### src/rtl/ysyx_25020047_lsu.sv
`default_nettype none
// ---------------------------------------------------------------------------
//  ysyx_25020047_lsu : one-transaction-per-instruction load/store unit with
//  lane replication, byte strobes, load extension and misalignment trapping.
//  Rev 1.0
// ---------------------------------------------------------------------------
module ysyx_25020047_lsu #(
  parameter int AW = 32,
  parameter int DW = 32
) (
  input  logic            clk,
  input  logic            rst_n,
  input  logic            in_valid,
  output logic            in_ready,
  input  logic [AW-1:0]   in_addr,
  input  logic [DW-1:0]   in_wdata,
  input  logic [2:0]      in_funct3,
  input  logic            in_read,
  input  logic            in_write,
  input  logic [4:0]      in_rd,
  output logic            mem_req_valid,
  input  logic            mem_req_ready,
  output logic            mem_req_wen,
  output logic [AW-1:0]   mem_req_addr,
  output logic [DW-1:0]   mem_req_wdata,
  output logic [DW/8-1:0] mem_req_wstrb,
  input  logic            mem_rsp_valid,
  output logic            mem_rsp_ready,
  input  logic [DW-1:0]   mem_rsp_rdata,
  input  logic            mem_rsp_err,
  output logic            out_valid,
  input  logic            out_ready,
  output logic [DW-1:0]   out_rdata,
  output logic [4:0]      out_rd,
  output logic            out_wen,
  output logic            out_err
);

  typedef enum logic [1:0] {
    IDLE = 2'd0,
    REQ  = 2'd1,
    WAIT = 2'd2,
    DONE = 2'd3
  } state_t;

  state_t state, state_next;

  logic [AW-1:0] addr_q;
  logic [DW-1:0] wdata_q;
  logic [2:0]    funct3_q;
  logic [4:0]    rd_q;
  logic          read_q;
  logic          write_q;
  logic [DW-1:0] rdata_q;
  logic          err_q;
  logic          wen_q;

  logic accept;
  logic bad_align;
  logic illegal;
  logic no_op;

  assign accept = in_valid && in_ready;
  assign no_op  = !in_read && !in_write;

  // Unsupported widths fall into the misaligned bucket so they never reach memory.
  always_comb begin
    bad_align = 1'b0;
    case (in_funct3)
      3'b000, 3'b100: bad_align = 1'b0;
      3'b001, 3'b101: bad_align = in_addr[0];
      3'b010:         bad_align = |in_addr[1:0];
      default:        bad_align = 1'b1;
    endcase
  end

  assign illegal = (in_read && in_write) || (!no_op && bad_align);

  always_ff @(posedge clk or negedge rst_n) begin
    if (!rst_n) state <= IDLE;
    else        state <= state_next;
  end

  always_comb begin
    state_next = state;
    case (state)
      IDLE: if (accept) state_next = (illegal || no_op) ? DONE : REQ;
      REQ:  if (mem_req_ready) state_next = WAIT;
      WAIT: if (mem_rsp_valid) state_next = DONE;
      DONE: if (out_ready) state_next = IDLE;
      default: state_next = IDLE;
    endcase
  end

  logic [DW-1:0] rsp_shifted;
  logic [DW-1:0] load_ext;

  assign rsp_shifted = mem_rsp_rdata >> {addr_q[1:0], 3'b000};

  always_comb begin
    load_ext = '0;
    case (funct3_q)
      3'b000:  load_ext = {{24{rsp_shifted[7]}}, rsp_shifted[7:0]};
      3'b001:  load_ext = {{16{rsp_shifted[15]}}, rsp_shifted[15:0]};
      3'b010:  load_ext = rsp_shifted;
      3'b100:  load_ext = {24'd0, rsp_shifted[7:0]};
      3'b101:  load_ext = {16'd0, rsp_shifted[15:0]};
      default: load_ext = '0;
    endcase
  end

  always_ff @(posedge clk or negedge rst_n) begin
    if (!rst_n) begin
      addr_q   <= '0;
      wdata_q  <= '0;
      funct3_q <= '0;
      rd_q     <= '0;
      read_q   <= 1'b0;
      write_q  <= 1'b0;
      rdata_q  <= '0;
      err_q    <= 1'b0;
      wen_q    <= 1'b0;
    end else begin
      if (state == IDLE && accept) begin
        addr_q   <= in_addr;
        wdata_q  <= in_wdata;
        funct3_q <= in_funct3;
        rd_q     <= in_rd;
        read_q   <= in_read;
        write_q  <= in_write;
        rdata_q  <= '0;
        err_q    <= illegal;
        wen_q    <= 1'b0;
      end else if (state == WAIT && mem_rsp_valid) begin
        err_q   <= mem_rsp_err;
        wen_q   <= read_q && !mem_rsp_err;
        rdata_q <= (read_q && !mem_rsp_err) ? load_ext : '0;
      end
    end
  end

  logic [DW-1:0]   store_data;
  logic [DW/8-1:0] store_strb;

  always_comb begin
    case (funct3_q[1:0])
      2'b00: begin
        store_data = {4{wdata_q[7:0]}};
        store_strb = 4'b0001 << addr_q[1:0];
      end
      2'b01: begin
        store_data = {2{wdata_q[15:0]}};
        store_strb = 4'b0011 << {addr_q[1], 1'b0};
      end
      default: begin
        store_data = wdata_q;
        store_strb = 4'b1111;
      end
    endcase
  end

  assign in_ready      = (state == IDLE);
  assign mem_req_valid = (state == REQ);
  assign mem_req_wen   = write_q;
  assign mem_req_addr  = {addr_q[AW-1:2], 2'b00};
  assign mem_req_wdata = store_data;
  assign mem_req_wstrb = write_q ? store_strb : '0;
  assign mem_rsp_ready = (state == WAIT);
  assign out_valid     = (state == DONE);
  assign out_rdata     = rdata_q;
  assign out_rd        = rd_q;
  assign out_wen       = wen_q;
  assign out_err       = err_q;

endmodule
`default_nettype wire

### config.mk
export PLATFORM = sky130hd
export DESIGN_NAME = ysyx_25020047_lsu
export DESIGN_NICKNAME = d
export VERILOG_FILES = /design/src/rtl/ysyx_25020047_lsu.sv
export SDC_FILE = /design/constraint.sdc
export NUM_CORES = 1
export LEC_CHECK = 0
export BUFFER_PORTS_ARGS = -buffer_cell sky130_fd_sc_hd__buf_2
export CORE_MARGIN = 1.5
export CORE_UTILIZATION = 30
export CTS_CLUSTER_SIZE = 10
export DETAILED_ROUTE_END_ITERATION = 8
export GPL_TIMING_DRIVEN = 0
export PLACE_DENSITY = 0.59
export SLEW_MARGIN = 40
export SYNTH_ARGS = -nofsm -noshare
export SYNTH_HDL_FRONTEND = slang
export SYNTH_SLANG_ARGS = --single-unit
export TNS_END_PERCENT = 1
### constraint.sdc
create_clock -name clk -period 2.45 [get_ports clk]
set_input_delay 0 -clock clk [delete_from_list [all_inputs] [get_ports clk]]
set_output_delay 0 -clock clk [all_outputs]
set_load 0.1 [all_outputs]
### After elaboration in Yosys (flattened, before gate mapping)

Cells that the tools add are included.
Widths: inputs -> output; s select.

| cells by class | value |
|---|---|
| equality and inequality tests | 16 |
| reduce and logical (&&, ||, !) cells | 22 |
| mux-type cells | 18 |
| shifts and indexed selects | 3 |

Operators by type and width:

| kind | number |
|---|---|
| $pmux 32 s5 | 1 |
| $mux 32 | 3 |
| $pmux 32 s2 | 1 |
| $shr 32x5->32 | 1 |
| $eq 3x3->1 const B | 4 |
| $mux 2 | 5 |
| $pmux 2 s4 | 1 |
| $pmux 4 s2 | 1 |
| $logic_and 1x1->1 | 7 |
| $eq 3x1->1 const B | 2 |
| $eq 3x2->1 const B | 2 |
| $logic_not 3->1 | 2 |
| $ne 2x1->1 const B | 3 |
| $reduce_or 2->1 | 3 |
| $eq 2x1->1 const B | 2 |
| $eq 2x2->1 const B | 2 |
| $logic_not 1->1 | 4 |
| $logic_not 2->1 | 2 |
| $mux 1 | 4 |
| $mux 4 | 1 |
| $reduce_and 4->1 | 1 |
| $shl 1x2->4 const A | 1 |
| $shl 2x2->4 const A | 1 |
| $pmux 1 s3 | 1 |
| 3 further kinds | 4 |

| storage, ports and cells | value |
|---|---|
| input port bits | 113 |
| register bits after elaboration | 110 |
| output and inout port bits | 112 |

### Depth between registers and ports, before layout

| logic depth | value |
|---|---|
| word-level depth | 9 |
| depth in mapped cells | 8 |

### Least setup slack after synthesis

Ideal clock, no wire load.

| path | value |
|---|---|
| path type | register to output |
| from | register funct3_q[1] |
| to | output mem_req_wdata[30] |
| buffers on the path | 3 |
| cell stages (with the launch flop) | 5 |
| setup slack | -0.626 ns |
| data arrival time | 3.076 ns |
| path through | dfrtp_1 buf_4 clkbuf_1 clkbuf_1 o21ai_0 |

| on the way | value |
|---|---|
| word-level cells in the longest chain between the ends | 2 |
| elaborated cells on any way between the ends | 3 |
| classes of those cells | 1 x eq/ne; 1 x mux; 1 x reduce/logical |

Ends and longest elaborated chain:

| element | RTL line | text |
|---|---|---|
| start, declared | 50 | `logic [2:0] funct3_q;` |
| start signal, assigned | 127 | `funct3_q <= in_funct3;` |
| $eq 2x1->1 or $logic_not 2->1 (tied branches) | 146 | `case (funct3_q[1:0])` |
| $pmux 32 s2 (*) | 146 |  |
| end, declared | 25 | `output logic [DW-1:0] mem_req_wdata,` |

Every way passes the cells marked *; elsewhere a longest branch is shown, timed or not.

### Final worst setup path

| path | value |
|---|---|
| from | register addr_q[1] |
| to | output mem_req_wstrb[3] |

| on the way | value |
|---|---|
| word-level cells in the longest chain between the ends | 3 |
| elaborated cells on any way between the ends | 4 |
| classes of those cells | 2 x shift; 2 x mux |

Ends and longest elaborated chain:

| element | RTL line | text |
|---|---|---|
| start, declared | 48 | `logic [AW-1:0] addr_q;` |
| start signal, assigned | 125 | `addr_q <= in_addr;` |
| $shl 2x2->4 or $shl 1x2->4 (tied branches) | 153, 149 |  |
| $pmux 4 s2 (*) | 146 |  |
| $mux 4 (*) | 167 | `assign mem_req_wstrb = write_q ? store_strb : '0;` |
| end, declared | 26 | `output logic [DW/8-1:0] mem_req_wstrb,` |

Marked as above.

==> impl_metrics.tcl <==
set metrics [dict create \
    slew_headroom_pct 53.3 \
    r2r_slack_ps 360 \
    io_pins 225 \
    antenna_found_initial 2 \
    cts.htree.levels 3 \
    clkTransAtPathRegs_ps 80 \
    async_flop_share_pct 100 \
    grt_pass1_vias 5490 \
    post-cts-setup-buffers 0 \
    rr_endpoint "out_rdata[25]$_DFFE_PN0P_" \
    cp-start-kind "register" \
    place_congestion 0.797 \
    drv_cap 0 \
    cp.required_ps 2450 \
    grt_max_degree 60 \
    routed_wl_um 18800 \
    ctsResizeCount 0 \
    skew_ps 9.54 \
    numCtsBuffers 9 \
    yosysWarnings 0 \
    vias_per_cell 4.49 \
    post_drt_wl_per_cell_um 15.9 \
    crit_type "reg -> out" \
    end_kind "output pin" \
    clockBufferDepth 2 \
    ys_ff_latch 110 \
    die_height_um 140 \
    nNetsFinal 1060 \
    die_w_um 140 \
    outcome "finished, final reports clean" \
    arrival_ps 2250 \
    tightest_slew_ps 701 \
    clk_latency_ps 360 \
    core-area_um2 18600 \
    finalWorstSetupSlack_ps 197 \
    ant_nets 0 \
    synth_flop_cell "dfrtp_1" \
    endpoint "mem_req_wstrb[3]" \
    first_iter_violations 215 \
    syn_area_um2 5670 \
    grt.overflow.total 0 \
    r2r_cells 8 \
    setup_viol 0 \
    drive_gt1_share_pct 34.0 \
    num_vias 5311 \
    timing.final.crit_period_ps 2250 \
    dp.cells 1086 \
    cts_num_sinks 110 \
    cts_tree "built" \
    row_count 50 \
    synth_edf_count 0 \
    fin_crit_sh_pct 91.9 \
    rsz0062_at_grt "no" \
    hold_class "in -> reg" \
    grt_first_pass_wirelength_um 29600 \
    final_max_slew_viol_count 0 \
    die_area_um2 19700 \
    synthCells 628 \
    grt_usage_pct 19.5 \
    synth_area_per_cell_um2 9.03 \
    area_delta_synth_final_pct 44.6 \
    cts_root_buf "clkbuf_16" \
    fin_util_pct 44.0 \
    fin_setup_tns_ps 0 \
    synth_seq_area_share_pct 48.5 \
    r2r_start "state[0]$_DFFE_PN0P_" \
    hold_viol_final 0 \
    place_ws_ps 269 \
    start_util_pct 30.4 \
    portBuffers 222 \
    critPathMaxFanout 10 \
    firstDrtPassIters 4 \
    ys_types 42 \
    stdcell_count 1184 \
    drc 0 \
    max_freq_ghz 0.444 \
    dpl.hpwl_um 13400 \
    crit_start "addr_q[1]$_DFFE_PN0P_" \
]
## cell usage after synthesis, types with 6 or more instances
| cell type | number | area, um2 |
|---|---|---|
| nand2_1 | 265 | 995 |
| dfrtp_1 | 110 | 2750 |
| buf_4 | 43 | 323 |
| mux2i_1 | 29 | 290 |
| mux2_2 | 16 | 180 |
| o21ai_0 | 16 | 80.1 |
| inv_1 | 15 | 56.3 |
| clkbuf_1 | 14 | 52.6 |
| buf_2 | 12 | 60.1 |
| nor2_1 | 11 | 41.3 |
| nor2b_1 | 10 | 62.6 |
| nand3_1 | 8 | 40.0 |
| a211o_1 | 7 | 61.3 |
| a21oi_1 | 7 | 35.0 |
| a32o_1 | 7 | 70.1 |
| o211ai_1 | 7 | 52.6 |
| and2_1 | 6 | 37.5 |
| o311ai_0 | 6 | 52.6 |
## final cells by class
class / count / area (um2)
Fill cell: 1883 / 10400
Tap cell: 234 / 293
Multi-Input combinational cell: 429 / 2380
Buffer: 74 / 484
Antenna cell: 2 / 5.00
Sequential cell: 110 / 2750
Clock inverter: 3 / 20.0
Clock buffer: 13 / 250
Timing Repair Buffer: 304 / 1960
Inverter: 15 / 56.3
## critical path, cell delays in order (launching register included)
cell and delay (ps):
dfrtp_1 440, buf_2 280, clkbuf_1 420, nor2b_1 200
o21a_1 130, buf_2 420
## logic make-up after synthesis
kind of cell	synth area share, %
other	0.0661
AO/OA/AOI/OAI	9.89
flip-flops	48.5
buffers and inverters	9.60
AND/OR/NAND/NOR	22.6
multiplexers	8.30
XOR/XNOR	0.154
adder cells (fa/ha/maj)	0.883
## registers in the layout (all words and copies together), names as in the netlist
name         flops
addr_q          32
funct3_q         3
mem_req_wen      1
out_err          1
out_rd           5
out_rdata       32
out_wen          1
read_q           1
state            2
wdata_q         32
## cells in the final DEF (no fill, tap or decap), types with 10 or more instances in the layout
master           n
nand2_1        265
buf_2          233
dfrtp_1        110
dlygate4sd3_1   81
buf_4           43
mux2i_1         29
mux2_2          16
clkbuf_1        16
o21ai_0         15
inv_1           15
nor2_1          11
nor2b_1         10
## per-layer routing
layer / routed length [um] / vias to the layer above / track usage, %
met5: 0 / - / 0
met4: 260 / 0 / 5.15
met3: 1380 / 19 / 5.03
met2: 8980 / 198 / 33.1
met1: 8210 / 2460 / 24.6
li1: - / 2634 / -
## metrics by stage
step | hold WS [ps] | area (um2)
6_report | 3.07 | 8200
2_1_floorplan | -296 | 5670
4_1_cts | 5.28 | 8190
3_5_place_dp | -48.3 | 7120
3_3_place_gp | 190 | 7080
5_1_grt | 14.5 | 8200
## worst min path at each step
| stage | start | end | slack [ps] | depth (start not counted) |
|---|---|---|---|---|
| floorplan | rst_n | addr_q[0]$_DFFE_PN0P_ | -300 | 0 |
| global placement | in_addr[4] | addr_q[4]$_DFFE_PN0P_ | 190 | 3 |
| detailed placement | rst_n | addr_q[6]$_DFFE_PN0P_ | -50 | 1 |
| CTS | mem_rsp_rdata[31] | out_rdata[31]$_DFFE_PN0P_ | 5 | 3 |
| global route | mem_rsp_rdata[31] | out_rdata[31]$_DFFE_PN0P_ | 10 | 3 |
| finish | mem_rsp_rdata[31] | out_rdata[31]$_DFFE_PN0P_ | 3 | 3 |
## repair_timing
| item | CTS | global route |
|---|---|---|
| hold buffers | 81 | 0 |
| hold endpoints to repair | 191 | 0 |
| setup endpoints to repair | 2 | 0 |
Power is not shown: default switching activity piles up to over one toggle a cycle in this logic, so the estimate is an artifact.
